===== src/rtl/sram_bus_responder.sv =====
// Memory-side responder: serves the core's byte bus from a 512Kx16 async SRAM.
// Latency: cached read hit 0 stall cycles; read miss or write WAIT+2 stall cycles.
// Backpressure: stalls the core through `ce`; the core retires an access on an edge with ce=1.
//
// Ports:
//   clock, reset_n       core clock, synchronous active-low reset
//   address/din/we       core byte access (address held stable while ce=0)
//   dout, ce             read byte and clock enable back to the core
//   sram_a/sram_d_i/sram_d_o/sram_dq_oe/sram_oe/sram_we/sram_lb/sram_ub
//                        SRAM pin-side controls (all active high here)
// Build option: define WORD_CACHE_EN to keep a one-word read cache in front of the SRAM.
module sram_bus_responder #(
    parameter int WAIT = 2
) (
    input  logic        clock,
    input  logic        reset_n,
    input  logic [19:0] address,
    input  logic [7:0]  din,
    input  logic        we,
    output logic [7:0]  dout,
    output logic        ce,
    output logic [18:0] sram_a,
    input  logic [15:0] sram_d_i,
    output logic [15:0] sram_d_o,
    output logic        sram_dq_oe,
    output logic        sram_oe,
    output logic        sram_we,
    output logic        sram_lb,
    output logic        sram_ub
);

    if (WAIT < 1 || WAIT > 15) begin : g_wait_range
        $error("sram_bus_responder: WAIT must be within 1..15");
    end

    localparam logic [3:0] CNT_INIT = 4'(WAIT - 1);

    // HOLD sits between the strobe phase and DONE: it keeps the data pins
    // driven one cycle after we falls (write hold time) and gives the bus a
    // turnaround cycle after oe falls on reads.
    typedef enum logic [2:0] {IDLE, RD, WR, HOLD, DONE} state_t;

    state_t      state, state_nx;
    logic [3:0]  cnt;
    logic [15:0] rdata;
    logic        hit;
    logic [15:0] hit_word;

`ifdef WORD_CACHE_EN
    logic        valid;
    logic [18:0] tag;
    logic [15:0] word;

    // Fill on every completed SRAM read; a write only patches the cached
    // copy when it targets the cached word, otherwise the cache is left alone.
    always_ff @(posedge clock) begin
        if (!reset_n) begin
            valid <= 1'b0;
            tag   <= '0;
            word  <= '0;
        end else if (state == RD && cnt == 4'd0) begin
            valid <= 1'b1;
            tag   <= sram_a;
            word  <= sram_d_i;
        end else if (state == WR && cnt == 4'd0 && valid && tag == sram_a) begin
            if (sram_ub)
                word[15:8] <= sram_d_o[15:8];
            else
                word[7:0]  <= sram_d_o[7:0];
        end
    end

    assign hit      = valid && !we && (tag == address[19:1]);
    assign hit_word = word;
`else
    assign hit      = 1'b0;
    assign hit_word = 16'h0000;
`endif

    always_ff @(posedge clock) begin
        if (!reset_n)
            state <= IDLE;
        else
            state <= state_nx;
    end

    always_comb begin
        state_nx = state;
        ce       = 1'b0;
        dout     = 8'h00;
        case (state)
            IDLE: begin
                if (hit) begin
                    ce   = 1'b1;
                    dout = address[0] ? hit_word[15:8] : hit_word[7:0];
                end else if (we) begin
                    state_nx = WR;
                end else begin
                    state_nx = RD;
                end
            end
            RD:      if (cnt == 4'd0) state_nx = HOLD;
            WR:      if (cnt == 4'd0) state_nx = HOLD;
            HOLD:    state_nx = DONE;
            DONE: begin
                ce       = 1'b1;
                dout     = address[0] ? rdata[15:8] : rdata[7:0];
                state_nx = IDLE;
            end
            default: state_nx = IDLE;
        endcase
        if (!reset_n) begin
            ce   = 1'b0;
            dout = 8'h00;
        end
    end

    always_ff @(posedge clock) begin
        if (!reset_n) begin
            cnt        <= '0;
            rdata      <= '0;
            sram_a     <= '0;
            sram_d_o   <= '0;
            sram_dq_oe <= 1'b0;
            sram_oe    <= 1'b0;
            sram_we    <= 1'b0;
            sram_lb    <= 1'b0;
            sram_ub    <= 1'b0;
        end else begin
            case (state)
                IDLE: begin
                    if (!hit) begin
                        sram_a <= address[19:1];
                        cnt    <= CNT_INIT;
                        if (we) begin
                            sram_d_o   <= {din, din};
                            sram_dq_oe <= 1'b1;
                            sram_we    <= 1'b1;
                            sram_lb    <= ~address[0];
                            sram_ub    <= address[0];
                        end else begin
                            sram_oe <= 1'b1;
                            sram_lb <= 1'b1;
                            sram_ub <= 1'b1;
                        end
                    end
                end
                RD: begin
                    if (cnt == 4'd0) begin
                        rdata   <= sram_d_i;
                        sram_oe <= 1'b0;
                        sram_lb <= 1'b0;
                        sram_ub <= 1'b0;
                    end else begin
                        cnt <= cnt - 4'd1;
                    end
                end
                WR: begin
                    if (cnt == 4'd0) begin
                        sram_we <= 1'b0;
                        sram_lb <= 1'b0;
                        sram_ub <= 1'b0;
                    end else begin
                        cnt <= cnt - 4'd1;
                    end
                end
                HOLD:    sram_dq_oe <= 1'b0;
                default: ;
            endcase
        end
    end

endmodule

===== config.mk =====
export PLATFORM = sky130hd
export DESIGN_NAME = sram_bus_responder
export DESIGN_NICKNAME = d
export VERILOG_FILES = /design/src/rtl/sram_bus_responder.sv
export SDC_FILE = /design/constraint.sdc
export NUM_CORES = 1
export LEC_CHECK = 0
export BUFFER_PORTS_ARGS = -buffer_cell sky130_fd_sc_hd__clkbuf_2
export CELL_PAD_IN_SITES_DETAIL_PLACEMENT = 1
export CELL_PAD_IN_SITES_GLOBAL_PLACEMENT = 2
export CORE_UTILIZATION = 30
export DETAILED_ROUTE_END_ITERATION = 12
export PLACE_DENSITY = 0.83
export SYNTH_ARGS = -nofsm -noshare
export SYNTH_HDL_FRONTEND = slang
export SYNTH_SLANG_ARGS = --single-unit

===== constraint.sdc =====
create_clock -name clock -period 3 [get_ports clock]
set_input_delay 0.6 -clock clock [delete_from_list [all_inputs] [get_ports clock]]
set_output_delay 0.6 -clock clock [all_outputs]
set_load 0.05 [all_outputs]

# [After elaboration in Yosys (flattened, before gate mapping)]
# Index checks and enable logic that the tools add are counted.
[classes] n_addsub=1 mul=0 div=0 order_cmp=0 n_eq_ne=10 n_shift=0 mux=20 bitwise_logic=1 n_reduce_logical=14
[ops] cell="2-to-1 mux 8 bit" count=3
[ops] cell="inequality test 2 bit (second input constant)" count=5
[ops] cell="case mux 1 bit (2 select lines)" count=5
[ops] cell="AND reduction 2 bit" count=5
[ops] cell="case mux 3 bit (3 select lines)" count=1
[ops] cell="case mux 4 bit (2 select lines)" count=1
[ops] cell="nonzero test 2 bit" count=4
[ops] cell="2-to-1 mux 1 bit" count=7
[ops] cell="== test 3 x 2 -> 1 bit (second input constant)" count=2
[ops] cell="AND reduction 3 bit" count=2
[ops] cell="zero test 4 bit" count=1
[ops] cell="2-to-1 mux 4 bit" count=1
[ops] cell="subtractor 4 x 1 -> 4 bit (second input constant)" count=1
[ops] cell="== test 3 x 1 -> 1 bit (second input constant)" count=1
[ops] cell="== test 3 bit (second input constant)" count=1
[ops] cell="zero test 3 bit" count=1
[ops] cell="2-to-1 mux 3 bit" count=1
[ops] cell="2-to-1 mux 2 bit" count=1
[ops] cell="inequality test 2 x 1 -> 1 bit (second input constant)" count=1
[ops] cell="OR reduction 2 bit" count=1
[ops] cell="inverter 1 bit" count=1
[totals] ff_bits=63 latch_bits=0 ram_bits=0 rom_bits=0 inputBits=47 output_inout_bits=49 word_cells=56 mem_count=0

# [Logic depth before layout (Yosys ltp)]
[depth] depth_word=4 depth_mapped=6 mapped_depth_nobuf=5

# [Worst setup path before layout]
# No wires, ideal clock.
[synth_path] path_type="input to output" startpoint="in reset_n" endpoint="out dout[0]" arrival_ns=1.856 required_time_ns=2.400 setup_slack_ns=0.544 cell_stages=3 path_buffers=1 cell_sequence="clkbuf_1 -> nand4_1 -> nor2_1"
[synth_between] elab_chain_cells=1
[synth_rtl] item="from (decl)" line="16" text="input logic reset_n,"
[synth_rtl] item="2-to-1 mux 8 bit" line="112" text="if (!reset_n) begin"
[synth_rtl] item="to (decl)" line="20" text="output logic [7:0] dout,"
# No other way between the ends.

# [Worst setup path in the final report]
[layout_path] startpoint="reg state[2]" endpoint="out dout[7]"
[layout_between] elab_chain_cells=3
[layout_rtl] item="from (decl)" line="43" text="state_t state, state_nx;"
[layout_rtl] item="from (signal assigned)" line="84" text="state <= state_nx;"
[layout_rtl] item="== test 3 bit" line="91" text="case (state)"
[layout_rtl] item="2-to-1 mux 8 bit"
[layout_rtl] item="2-to-1 mux 8 bit" line="112"
# No other way between the ends.

==> impl_metrics.tcl <==
set metrics [dict create \
    status "complete, no violations" \
    path_buf_inv 1 \
    yosys-top-cells-area "dfxtp_1 43%, nand2_1 8.8%, a21boi_0 8.2%" \
    ant_nets 0 \
    die_w_um 94.2 \
    power_density_nw_per_um2 699 \
    seq_area_frac_synth_pct 43.1 \
    syn_nets 343 \
    ys_seq_elements 55 \
    setup_viol_count_final 0 \
    arrival_ps 2090 \
    min_to "sram_lb" \
    clk_pin_slew_ps 100 \
    hp-start "sram_lb" \
    stdcell_count 476 \
    synth_edf_count 0 \
    dr_total_vias 2288 \
    rsz0062_at_grt "false" \
    initial_core_util_pct 31.1 \
    final_max_slew_viol_count 0 \
    cts_tree "done" \
    worstReg2RegStart "state[0]" \
    synth_area_um2 2550 \
    synthCells 295 \
    portBuffers 95 \
    h-tree-depth 2 \
    grt_max_degree 57 \
    drt_iter0_drc 61 \
    post-cts-setup-buffers 0 \
    clockBufferDepth 2 \
    regToRegSetupSlack_ps 1030 \
    path_max_fanout 18 \
    antenna_found_initial 0 \
    grt_pass1_vias 2186 \
    yosysTopAreaCell "dfxtp_1" \
    n_antenna_cell 0 \
    crit_family "flip-flops" \
    drive_above_1_share_pct 32.3 \
    hold_path.class "flop to flop" \
    die_area_um2 8880 \
    setup_tns_ps 0 \
    synth_cell_type_count 42 \
    placed_cells 468 \
    required_ps 2400 \
    core_area_um2 8220 \
    grt_util_all_layers_pct 15.3 \
    grt-ovfl-total 0 \
    p_leak_nw 1.34 \
    cts_num_sinks 55 \
    hold_viol_final 0 \
    finalPower_mw 2.16 \
    cp-startpoint "state[2]" \
    r2r_cells 3 \
    postLayoutCoreUtil_pct 37.5 \
    final_nets 418 \
    areaGrowthSynthToFinish_pct 20.8 \
    end_kind "output port" \
    hold-path-cell-count 2 \
    n_fill_cell 1003 \
    firstDrtPassIters 4 \
    cts_root_buffer "clkbuf_8" \
    synth_common_cells "60 x nand2_1, 55 x dfxtp_1, 28 x a21boi_0, 19 x a21boi_1, 18 x nand3_1" \
    gp_congestion 0.711 \
    yosysMostFrequentCell "nand2_1" \
    die_h_um 94.2 \
    critPathMaxStageDelay_ps 750 \
    slowest_stage "dfxtp_1" \
    cts_buffers 5 \
    cts.repair.resized 0 \
    finalCritPeriodShare_pct 89.8 \
    skew_ps 7.25 \
    cp-start-kind "flop" \
    ys_async_sr_fraction_pct 0 \
    yosysWarningCount 0 \
    row_count 33 \
    synth_top_cell_area_share_pct 43.1 \
    slew_headroom_pct 50.2 \
    hpwl_um 4460 \
    avgSynthCellArea_um2 8.65 \
    synthFlopType "dfxtp_1" \
    path_cells "nand4_1, nor2_1, clkbuf_2" \
    tightest_slew_ps 743 \
    r2r-end "rdata[4]" \
    clk_latency_ps 310 \
    drv_cap 0 \
    ir_drop_mv 0.218 \
    critical_path_class "flop to output port" \
    routed_wl_um 6470 \
    io_pins 96 \
    drc 0 \
    timing.final.crit_period_ps 2690 \
    avgViaCountPerCell 4.81 \
    cts_hold_buf 0 \
    fmax_mhz 371 \
    grt_pass1_wl_um 10600 \
    wire_per_inst_um 13.6 \
]
layer usage:
layer	vias to the layer above	GRT usage, %	routed length (um)	part of all wire, %
li1	1157	-	-	-
met1	1068	20.0	3040	47
met2	58	24.6	3020	47
met3	5	3.80	326	5.0
met4	0	4.62	78	1.2
met5	-	0	0	0
placed cells by master (no fill, tap or decap), types with 4 or more instances in the layout:
cell	instances
clkbuf_2	95
nand2_1	60
dfxtp_1	55
a21boi_0	28
a21boi_1	19
nand3_1	18
o21ai_0	14
mux2i_1	8
nor2_1	8
o21ai_2	6
inv_1	5
clkbuf_8	5
o21ai_1	4
a21oi_1	4
buf_4	4
metrics by stage:
| step | hold slack, ps | instance area (um^2) | worst slack, ps |
|---|---|---|---|
| floorplan | 441 | 2550 | 544 |
| global placement | 442 | 3000 | 646 |
| detailed placement | 454 | 3000 | 522 |
| CTS | 470 | 3080 | 170 |
| global route | 492 | 3080 | 51.5 |
| finish | 463 | 3080 | 306 |
sequential cells by signal, indices dropped and copies added, names as in the netlist:
signal	count
sram_a	19
rdata	16
sram_d_o	8
cnt	4
state	3
sram_dq_oe	1
sram_lb	1
sram_oe	1
sram_ub	1
sram_we	1
how the worst max path moves through the flow:
stage	to	cells after the start
after floorplan	dout[0]	3
after global placement	dout[7]	3
after detailed placement	dout[4]	3
after CTS	dout[5]	3
after global routing	dout[6]	3
final	dout[7]	3
cell families after synthesis:
family	Yosys count	synth area share, %
AO/OA/AOI/OAI	88	24.3
buffers and inverters	36	8.33
AND/OR/NAND/NOR	106	20.2
adder cells (fa/ha/maj)	1	0.490
multiplexers	8	3.14
XOR/XNOR	1	0.343
flip-flops	55	43.1
layout make-up:
type / count / area, um^2 / share of cell area (%)
multi-input cells: 204 / 1240 / 40.2
flip-flops and latches: 55 / 1100 / 35.7
repair buffers: 99 / 505 / 16.4
well taps: 105 / 131 / 4.26
clock buffers: 5 / 68.8 / 2.23
clock inverters: 3 / 18.8 / 0.609
inverters: 5 / 18.8 / 0.609
worst reg2reg max path, cell delays in order (launching register included):
cell and delay [ps]:
dfxtp_1 770, or3b_1 730, o21ai_0 280, a21boi_1 90
power by group:
group          switching [mW]  total, mW  leakage, nW  internal [mW]
Sequential             0.0874      0.916        0.451          0.828
Combinational           0.590      0.826        0.845          0.235
Clock                   0.249      0.414       0.0483          0.165
Total                   0.926       2.16         1.34           1.23
(Power assumes the default switching activity.)
